$ cat config.mk
export PLATFORM = sky130hd
export DESIGN_NAME = iic_master_burst
export DESIGN_NICKNAME = d
export VERILOG_FILES = /design/src/rtl/iic_master_burst.sv
export SDC_FILE = /design/constraint.sdc
export NUM_CORES = 1
export LEC_CHECK = 0
export ABC_CLOCK_PERIOD_IN_PS = 2150
export CAP_MARGIN = 10
export CORE_ASPECT_RATIO = 0.9
export CORE_MARGIN = 2
export CORE_UTILIZATION = 45
export DETAILED_ROUTE_END_ITERATION = 8
export GPL_ROUTABILITY_DRIVEN = 1
export PLACE_DENSITY = 0.75
export SETUP_SLACK_MARGIN = 0.4
export SLEW_MARGIN = 40
export SYNTH_ARGS = -nofsm -noshare
export SYNTH_HDL_FRONTEND = slang
export SYNTH_SLANG_ARGS = --single-unit
$ cat constraint.sdc
create_clock -name i_clk -period 2.15 [get_ports i_clk]
set_clock_uncertainty 0.05 [all_clocks]
set_input_delay 0.3225 -clock i_clk [delete_from_list [all_inputs] [get_ports i_clk]]
set_output_delay 0.3225 -clock i_clk [all_outputs]
set_load 0.01 [all_outputs]
$ cat src/rtl/iic_master_burst.sv
// rtl/iic_master_burst.sv - I2C write master: START, address+W, streamed data burst, STOP
module iic_master_burst #(
  parameter logic [6:0] SADDR   = 7'h27,
  parameter int         QTR_CNT = 125,
  parameter int         LEN_W   = 4
) (
  input  logic             i_clk,
  input  logic             i_rst_n,
  input  logic             i_start,
  input  logic [LEN_W-1:0] i_len,
  input  logic [7:0]       i_tx_data,
  input  logic             i_tx_valid,
  output logic             o_tx_ready,
  input  logic             i_i2c_sda,
  output logic             o_i2c_scl,
  output logic             o_i2c_sda,
  output logic             o_i2c_busy,
  output logic             o_done,
  output logic             o_nack
);

  localparam int               QW      = (QTR_CNT > 1) ? $clog2(QTR_CNT) : 1;
  localparam logic [QW-1:0]    Q_LAST  = QW'(QTR_CNT - 1);
  localparam logic [QW-1:0]    Q_ONE   = QW'(1);
  localparam logic [LEN_W-1:0] LEN_ONE = LEN_W'(1);

  typedef enum logic [2:0] {
    S_IDLE,
    S_START,
    S_ADDR,
    S_AACK,
    S_LOAD,
    S_DATA,
    S_DACK,
    S_STOP
  } state_t;

  state_t           state;
  logic [QW-1:0]    qcnt;      // cycle within the current quarter
  logic [1:0]       qtr;       // quarter within the current bit slot
  logic [2:0]       bit_cnt;   // bit index within the address/data byte
  logic [7:0]       shreg;     // shreg[7] is the bit currently on SDA
  logic [LEN_W-1:0] remain;    // data bytes still to be pulled from the stream
  logic             ack_nack;  // SDA level captured in the ACK slot
  logic             qend;

  assign qend       = (qcnt == Q_LAST);
  assign o_tx_ready = (state == S_LOAD);
  assign o_i2c_busy = (state != S_IDLE);

  // Bus sequencer: bit-slot timing, byte shifting, ACK evaluation and registered SCL/SDA drive
  always_ff @(posedge i_clk) begin
    if (!i_rst_n) begin
      state     <= S_IDLE;
      qcnt      <= '0;
      qtr       <= '0;
      bit_cnt   <= '0;
      shreg     <= '0;
      remain    <= '0;
      ack_nack  <= 1'b0;
      o_i2c_scl <= 1'b1;
      o_i2c_sda <= 1'b1;
      o_done    <= 1'b0;
      o_nack    <= 1'b0;
    end else begin
      o_done <= 1'b0;
      case (state)
        S_IDLE: begin
          // The cycle that reports o_done is still IDLE but must not launch a new burst.
          if (i_start && !o_done) begin
            remain    <= i_len;
            o_nack    <= 1'b0;
            ack_nack  <= 1'b0;
            shreg     <= {SADDR, 1'b0};
            bit_cnt   <= '0;
            qcnt      <= '0;
            qtr       <= '0;
            o_i2c_scl <= 1'b1;
            o_i2c_sda <= 1'b1;
            state     <= S_START;
          end
        end

        S_LOAD: begin
          // SCL already low and the quarter counter parked at Q0; wait for the next byte.
          if (i_tx_valid) begin
            shreg     <= i_tx_data;
            remain    <= remain - LEN_ONE;
            bit_cnt   <= '0;
            o_i2c_sda <= i_tx_data[7];
            state     <= S_DATA;
          end
        end

        default: begin
          if (!qend) begin
            qcnt <= qcnt + Q_ONE;
          end else begin
            qcnt <= '0;
            qtr  <= qtr + 2'd1;

            // Q1 -> Q2: SCL rises; START drops SDA while SCL is high.
            if (qtr == 2'd1) begin
              o_i2c_scl <= 1'b1;
              if (state == S_START) begin
                o_i2c_sda <= 1'b0;
              end
            end

            // Q2 -> Q3: capture the slave's ACK; STOP releases SDA while SCL is high.
            if (qtr == 2'd2) begin
              if (state == S_AACK || state == S_DACK) begin
                ack_nack <= i_i2c_sda;
              end
              if (state == S_STOP) begin
                o_i2c_sda <= 1'b1;
              end
            end

            // Q3 -> Q0: end of bit slot, SCL falls and the next slot's SDA is presented.
            if (qtr == 2'd3) begin
              o_i2c_scl <= 1'b0;
              case (state)
                S_START: begin
                  o_i2c_sda <= shreg[7];
                  state     <= S_ADDR;
                end
                S_ADDR, S_DATA: begin
                  if (bit_cnt == 3'd7) begin
                    o_i2c_sda <= 1'b1;
                    state     <= (state == S_ADDR) ? S_AACK : S_DACK;
                  end else begin
                    bit_cnt   <= bit_cnt + 3'd1;
                    shreg     <= {shreg[6:0], 1'b0};
                    o_i2c_sda <= shreg[6];
                  end
                end
                S_AACK, S_DACK: begin
                  if (ack_nack) begin
                    o_nack    <= 1'b1;
                    o_i2c_sda <= 1'b0;
                    state     <= S_STOP;
                  end else if (remain == '0) begin
                    o_i2c_sda <= 1'b0;
                    state     <= S_STOP;
                  end else begin
                    state <= S_LOAD;
                  end
                end
                S_STOP: begin
                  o_i2c_scl <= 1'b1;
                  o_i2c_sda <= 1'b1;
                  o_done    <= 1'b1;
                  state     <= S_IDLE;
                end
                default: begin
                end
              endcase
            end
          end
        end
      endcase
    end
  end

endmodule
== Word level (Yosys, flattened, before mapping) ==
Index checks and enable logic that the tools add are counted.

* Mux-type cells: 61
* Bitwise logic cells: 4
* Eq/ne operators: 16
* Add/sub/neg operators: 4
* Order comparisons: 0
* Shift-type cells: 0
* Multipliers: 0
* Reductions and logical operators: 30
* Div/mod/pow operators: 0

{| class="wikitable"
|+ Operator list
! kind !! number
|-
| $mux 8 || 6
|-
| $mux 3 || 12
|-
| $mux 1 || 23
|-
| $reduce_and 6->1 || 3
|-
| $pmux 8 s2 || 1
|-
| $eq 3x3->1 const B || 5
|-
| $reduce_bool 3->1 || 5
|-
| $mux 7 || 2
|-
| $pmux 7 s2 || 1
|-
| $reduce_bool 2->1 || 7
|-
| $pmux 3 s2 || 2
|-
| $pmux 3 s4 || 1
|-
| $reduce_and 3->1 || 3
|-
| $mux 2 || 4
|-
| $mux 4 || 2
|-
| $pmux 1 s2 || 4
|-
| $pmux 4 s2 || 1
|-
| $add 7x1->7 const B || 1
|-
| $eq 7x7->1 const B || 1
|-
| $eq 3x2->1 const B || 2
|-
| $reduce_bool 6->1 || 1
|-
| $reduce_and 5->1 || 1
|-
| $reduce_or 5->1 || 1
|-
| $eq 2x2->1 const B || 2
|-
| 19 further kinds || 24
|}

* Memory bits (writable): 0
* Word-level logic and storage cells: 126
* Flip-flop bits (word level): 32
* Bits in latches: 0
* Bits in read-only memories: 0
* Input port bits: 17
* Memories: 0

== Logic depth before layout (Yosys ltp) ==
* Depth in word-level cells: 11
* Depth in mapped cells: 8
* Depth with buffers taken out: 7

== Least setup slack after synthesis ==
Ideal clock, no wire load.

* Kind: reg2reg
* Start point: reg bit_cnt[0]
* End point: reg o_i2c_sda
* Period minus slack after synthesis: 1,770 ps
* Path slack: 380 ps
* Data arrival time: 1,600 ps
* Required time: 1,980 ps
* Stages on the path, launching flop included: 8
* Cell sequence: dfxtp_1 > ha_1 > ha_1 > o21ai_0 > a21bo_2 > a22oi_1 > o211ai_1 > a211o_1

* Longest elaborated chain between the ends: 6

{| class="wikitable"
|+ Ends and longest elaborated chain
! item !! RTL line !! source
|-
| start: declaration || 41 || <nowiki>logic [2:0] bit_cnt;</nowiki>
|-
| start signal: assignment || 133 || <nowiki>bit_cnt <= bit_cnt + 3'd1;</nowiki>
|-
| $eq 3x3->1 || 129 || <nowiki>if (bit_cnt == 3'd7) begin</nowiki>
|-
| $mux 1 || 129 ||
|-
| $pmux 1 s4 || 123 || <nowiki>case (state)</nowiki>
|-
| $mux 1 || 121 || <nowiki>if (qtr == 2'd3) begin</nowiki>
|-
| $mux 1 || 96 || <nowiki>if (!qend) begin</nowiki>
|-
| $pmux 1 s2 || 67 || <nowiki>case (state)</nowiki>
|-
| end signal: assignment || 90 || <nowiki>o_i2c_sda <= i_tx_data[7];</nowiki>
|-
| end signal: assignment || 125 || <nowiki>o_i2c_sda <= shreg[7];</nowiki>
|-
| end signal: assignment || 135 || <nowiki>o_i2c_sda <= shreg[6];</nowiki>
|-
| end: declaration || 16 || <nowiki>output logic o_i2c_sda,</nowiki>
|}

Every way passes these cells. The select of a mux whose other input is x is not followed.
A chain may end at the register's enable or synchronous reset.

== Worst setup path in the final report ==
* Start point: in i_start
* End point: reg bit_cnt[0]

* Longest elaborated chain between the ends: 3

{| class="wikitable"
|+ Ends and longest elaborated chain
! item !! RTL line !! source
|-
| start: declaration || 9 || <nowiki>input logic i_start,</nowiki>
|-
| $logic_and 1x1->1 || 70 || <nowiki>if (i_start && !o_done) begin</nowiki>
|-
| $ne 2x2->1 (no source line) || - ||
|-
| $reduce_and 6->1 (no source line) || - ||
|}

Every way passes these cells.

==> summary.md <==
| Metric | Value |
|---|---|
| FILL cells | `about 370` |
| Reg power frac | `a little under half` |
| Maximum clock rate | `between 500 and 600 MHz` |
| Final Wtd Congestion | `between 0.8 and 0.9` |
| P&R area growth vs syn | `26.1%` |
| Clock Sinks | `32` |
| DRT antenna net count | `0` |
| Synth Cell Area | `around 1900 sq um` |
| CP max stage delay | `0.46 ns` |
| Max Slew Vio Count | `0` |
| Routed WL | `roughly 4700 microns` |
| Number of port buffers | `22` |
| Maxcap violations | `0` |
| Worst hold path type | `flip-flop to flip-flop` |
| Final period util | `between 80% and 90%` |
| Asr flop ratio synth | `0%` |
| Ys flop type | `dfxtp_1` |
| Core Footprint | `around 4000 sq um` |
| Syn_nets | `around 260` |
| FF/Latch Area | `around 650 sq um` |
| Min Clock Period, post-route | `between 1.5 and 2 ns` |
| Min Hold Slack | `~0.42 ns` |
| Number of top-level pins | `23` |
| TNS Setup | `0 ns` |
| Vias in the first global route | `~1700` |
| Pwr dens | `around 560 nW/um^2` |
| Hold Vio Cnt, Final | `0` |
| Initial DRC count | `roughly 130` |
| Top cell type's share of synthesized area | `between 30% and 40%` |
| Most frequent cells in the layout | `dfxtp_1, nor2_1, nand3_1` |
| Worst EP arrival | `approximately 1.9 ns` |
| Status | `completed` |
| Synth Register Bits | `32` |
| CP Data Required Time | `between 2 and 2.5 ns` |
| Combinational Power Share | `between 10% and 20%` |
| Most common cell after layout, fill and taps aside | `dfxtp_1` |
| LEAKAGE | `about 0.84 nW` |
| Clock Tree Buf Depth | `2` |
| Setup Crit Path Kind | `primary input to flip-flop` |
| Critical path's top delay family | `simple AND/OR/NAND/NOR gates` |
| Avg WL per Cell | `14.9 microns` |
| Total design power | `about 1.3 mW` |
| Clk Latency, worst-skew pair | `between 0.2 and 0.3 ns` |
| Number of diodes | `0` |
| RSZ-0062 raised after global routing | `yes` |
| Vias per std cell | `a little under 6` |
| CP max stage cell | `clkdlybuf4s50_1` |
| Switching component of the power | `0.360 mW` |
| Setup-failing EPs final | `0` |
| Height of the die | `65.2 microns` |
| Area of the multi-input gates | `1180 sq um` |
| Overflow left after global routing | `0` |
| Buf/Inv on CP | `1` |
| Avg Cell Area, Syn | `7.88 sq um` |
| Vias after detailed routing | `roughly 1800` |
| Sequential-to-total area share from yosys stat | `34.2%` |
| Critical path cell sequence | `clkdlybuf4s50_1 -> or3b_4 -> a21oi_4 -> o21ai_2 -> or3_1 -> a21oi_1` |
| GRT Overall Usage | `21.3%` |
| Clk root buf | `clkbuf_8` |
| Slew @ Worst Pin | `0.381 ns` |
| DR DRC count | `0` |
| Layout cells sized above 1 | `a little under a fifth` |
| Setup crit end kind | `flip-flop` |
| Initial Util | `a little under half` |
| Top post-synthesis cells by area | `dfxtp_1, nand3_1, ha_1` |
| Worst-path clk slew | `about 0.07 ns` |
| Die area | `4700 sq um` |
| Crit-path max FO | `4` |
| Cells after Synth | `238` |
| Switching share of total power | `between 20 and 30%` |
| FP Rows | `22` |
| Largest net degree at the start of global routing | `23` |
| Number of antenna violations at the first check in global routing | `0` |
| NumNets Final | `between 200 and 300` |
| Pre-Repair DR Iteration Count | `4` |
| Chip Width | `slightly above 70 microns` |
| CTS buffer count | `5` |
| Dpl hpwl | `between 3000 and 4000 microns` |
| Crit start category | `primary input` |
| Max_slew headroom | `between 70% and 80%` |
| H-tree levels | `2` |
| Leading area contributor after synthesis | `dfxtp_1` |
| Share of total power in the clock network | `36.5%` |
| Post-synth EDFFs | `0` |
| Global-route wire length before repair | `between 7000 and 8000 microns` |
| Yosys Warn Count | `0` |
| CTS tree | `yes` |
| Distinct cell type count after synthesis | `51` |
| Cell-internal power | `between 0.9 and 1 mW` |
| Peak VDD IR | `330 uV` |
Yosys cell counts, types with 2 or more instances:
cell,n
a22oi_1,2
nand2_1,15
nor3_1,2
nand3_1,22
ha_1,8
o21a_1,4
xor2_1,3
nand3b_1,6
a21oi_1,16
o31ai_1,5
and3_1,6
a21o_1,2
o21ai_0,18
o211ai_1,5
xnor2_1,3
nor4_1,2
nand4_1,3
buf_2,8
a31oi_1,3
buf_6,2
clkbuf_1,5
nor3b_1,4
nor2_1,25
dfxtp_1,32
inv_1,8
or3_1,4
worst min-delay path, delay by kind of cell, from the launching register on:
kind	cells	cell delay, ns
AO/OA/AOI/OAI	1	0.05
flip-flops	1	0.33
AND/OR/NAND/NOR	1	0.05
routing by layer:
layer,wire length (microns),global-route usage (%),up-vias
li1,-,-,913
met1,2240,29.0,853
met2,2120,32.1,51
met3,266,4.60,8
met4,66,9.91,0
met5,0,0,-
sequential cells by signal (all words and copies together), names as in the netlist, 2 cells and up, named ones only:
register / flops
qtr: 2
state: 2
bit_cnt: 3
shreg: 8
remain: 4
qcnt: 7
kinds of logic (layout without fill, tap and decap cells):
| kind of cell | Yosys count | after routing | synth area share [%] |
|---|---|---|---|
| adders and majority gates | 8 | 8 | 5.34 |
| AOI/OAI and AO/OA | 67 | 67 | 23.0 |
| buffers and inverters | 25 | 55 | 6.34 |
| and+or+nand+nor | 99 | 99 | 27.8 |
| xor gates and xnor gates | 6 | 6 | 2.80 |
| DFF | 32 | 32 | 34.2 |
| muxes | 1 | 1 | 0.534 |
path summary, 6_finish.rpt:
| kind | startpoint | to | slack (ns) | cells after the start |
|---|---|---|---|---|
| worst max-delay path | i_start | bit_cnt[0] | 0.42 | 6 |
| worst min register to register | bit_cnt[0] | bit_cnt[0] | 0.42 | 2 |
| worst max register to register | state[1] | state[0] | 0.42 | 6 |
| worst min-delay path | bit_cnt[0] | bit_cnt[0] | 0.42 | 2 |
layout make-up:
cell class / count / area share [%]
timing repair buffer: 38 / 14.7
clock buffer: 6 / 3.49
inverter: 9 / 1.54
sequential: 32 / 27.4
tap: 48 / 2.54
multi-input combinational: 181 / 49.9
clock inverter: 2 / 0.424
power groups by stage:
stage,clock (mW),combinational [mW],sequential (mW)
after floorplan,0,0.127,0.637
after global placement,0,0.196,0.639
after detailed placement,0,0.199,0.640
after CTS,0.498,0.206,0.627
after global routing,0.528,0.239,0.630
final,0.485,0.218,0.627
per-stage QoR:
stage	utilization, %	setup WS (ns)	instances	instance area, sq um
finish	58.4	0.421	316	2360
global route	58.4	0.299	316	2360
CTS	57.0	0.365	315	2310
detailed placement	53.8	0.0981	306	2180
global placement	53.8	0.133	306	2180
floorplan	-	0.413	238	1880
timing repair:
item / CTS / global route
hold buffers: 0 / 0
setup buffers: 1 / 1
resized for setup: 17 / 16
setup endpoints to repair: 14 / 26
endpoints found under the hold margin: 0 / 0
pin swaps: 6 / 3
No activity file was read; power rests on OpenSTA's default activity.
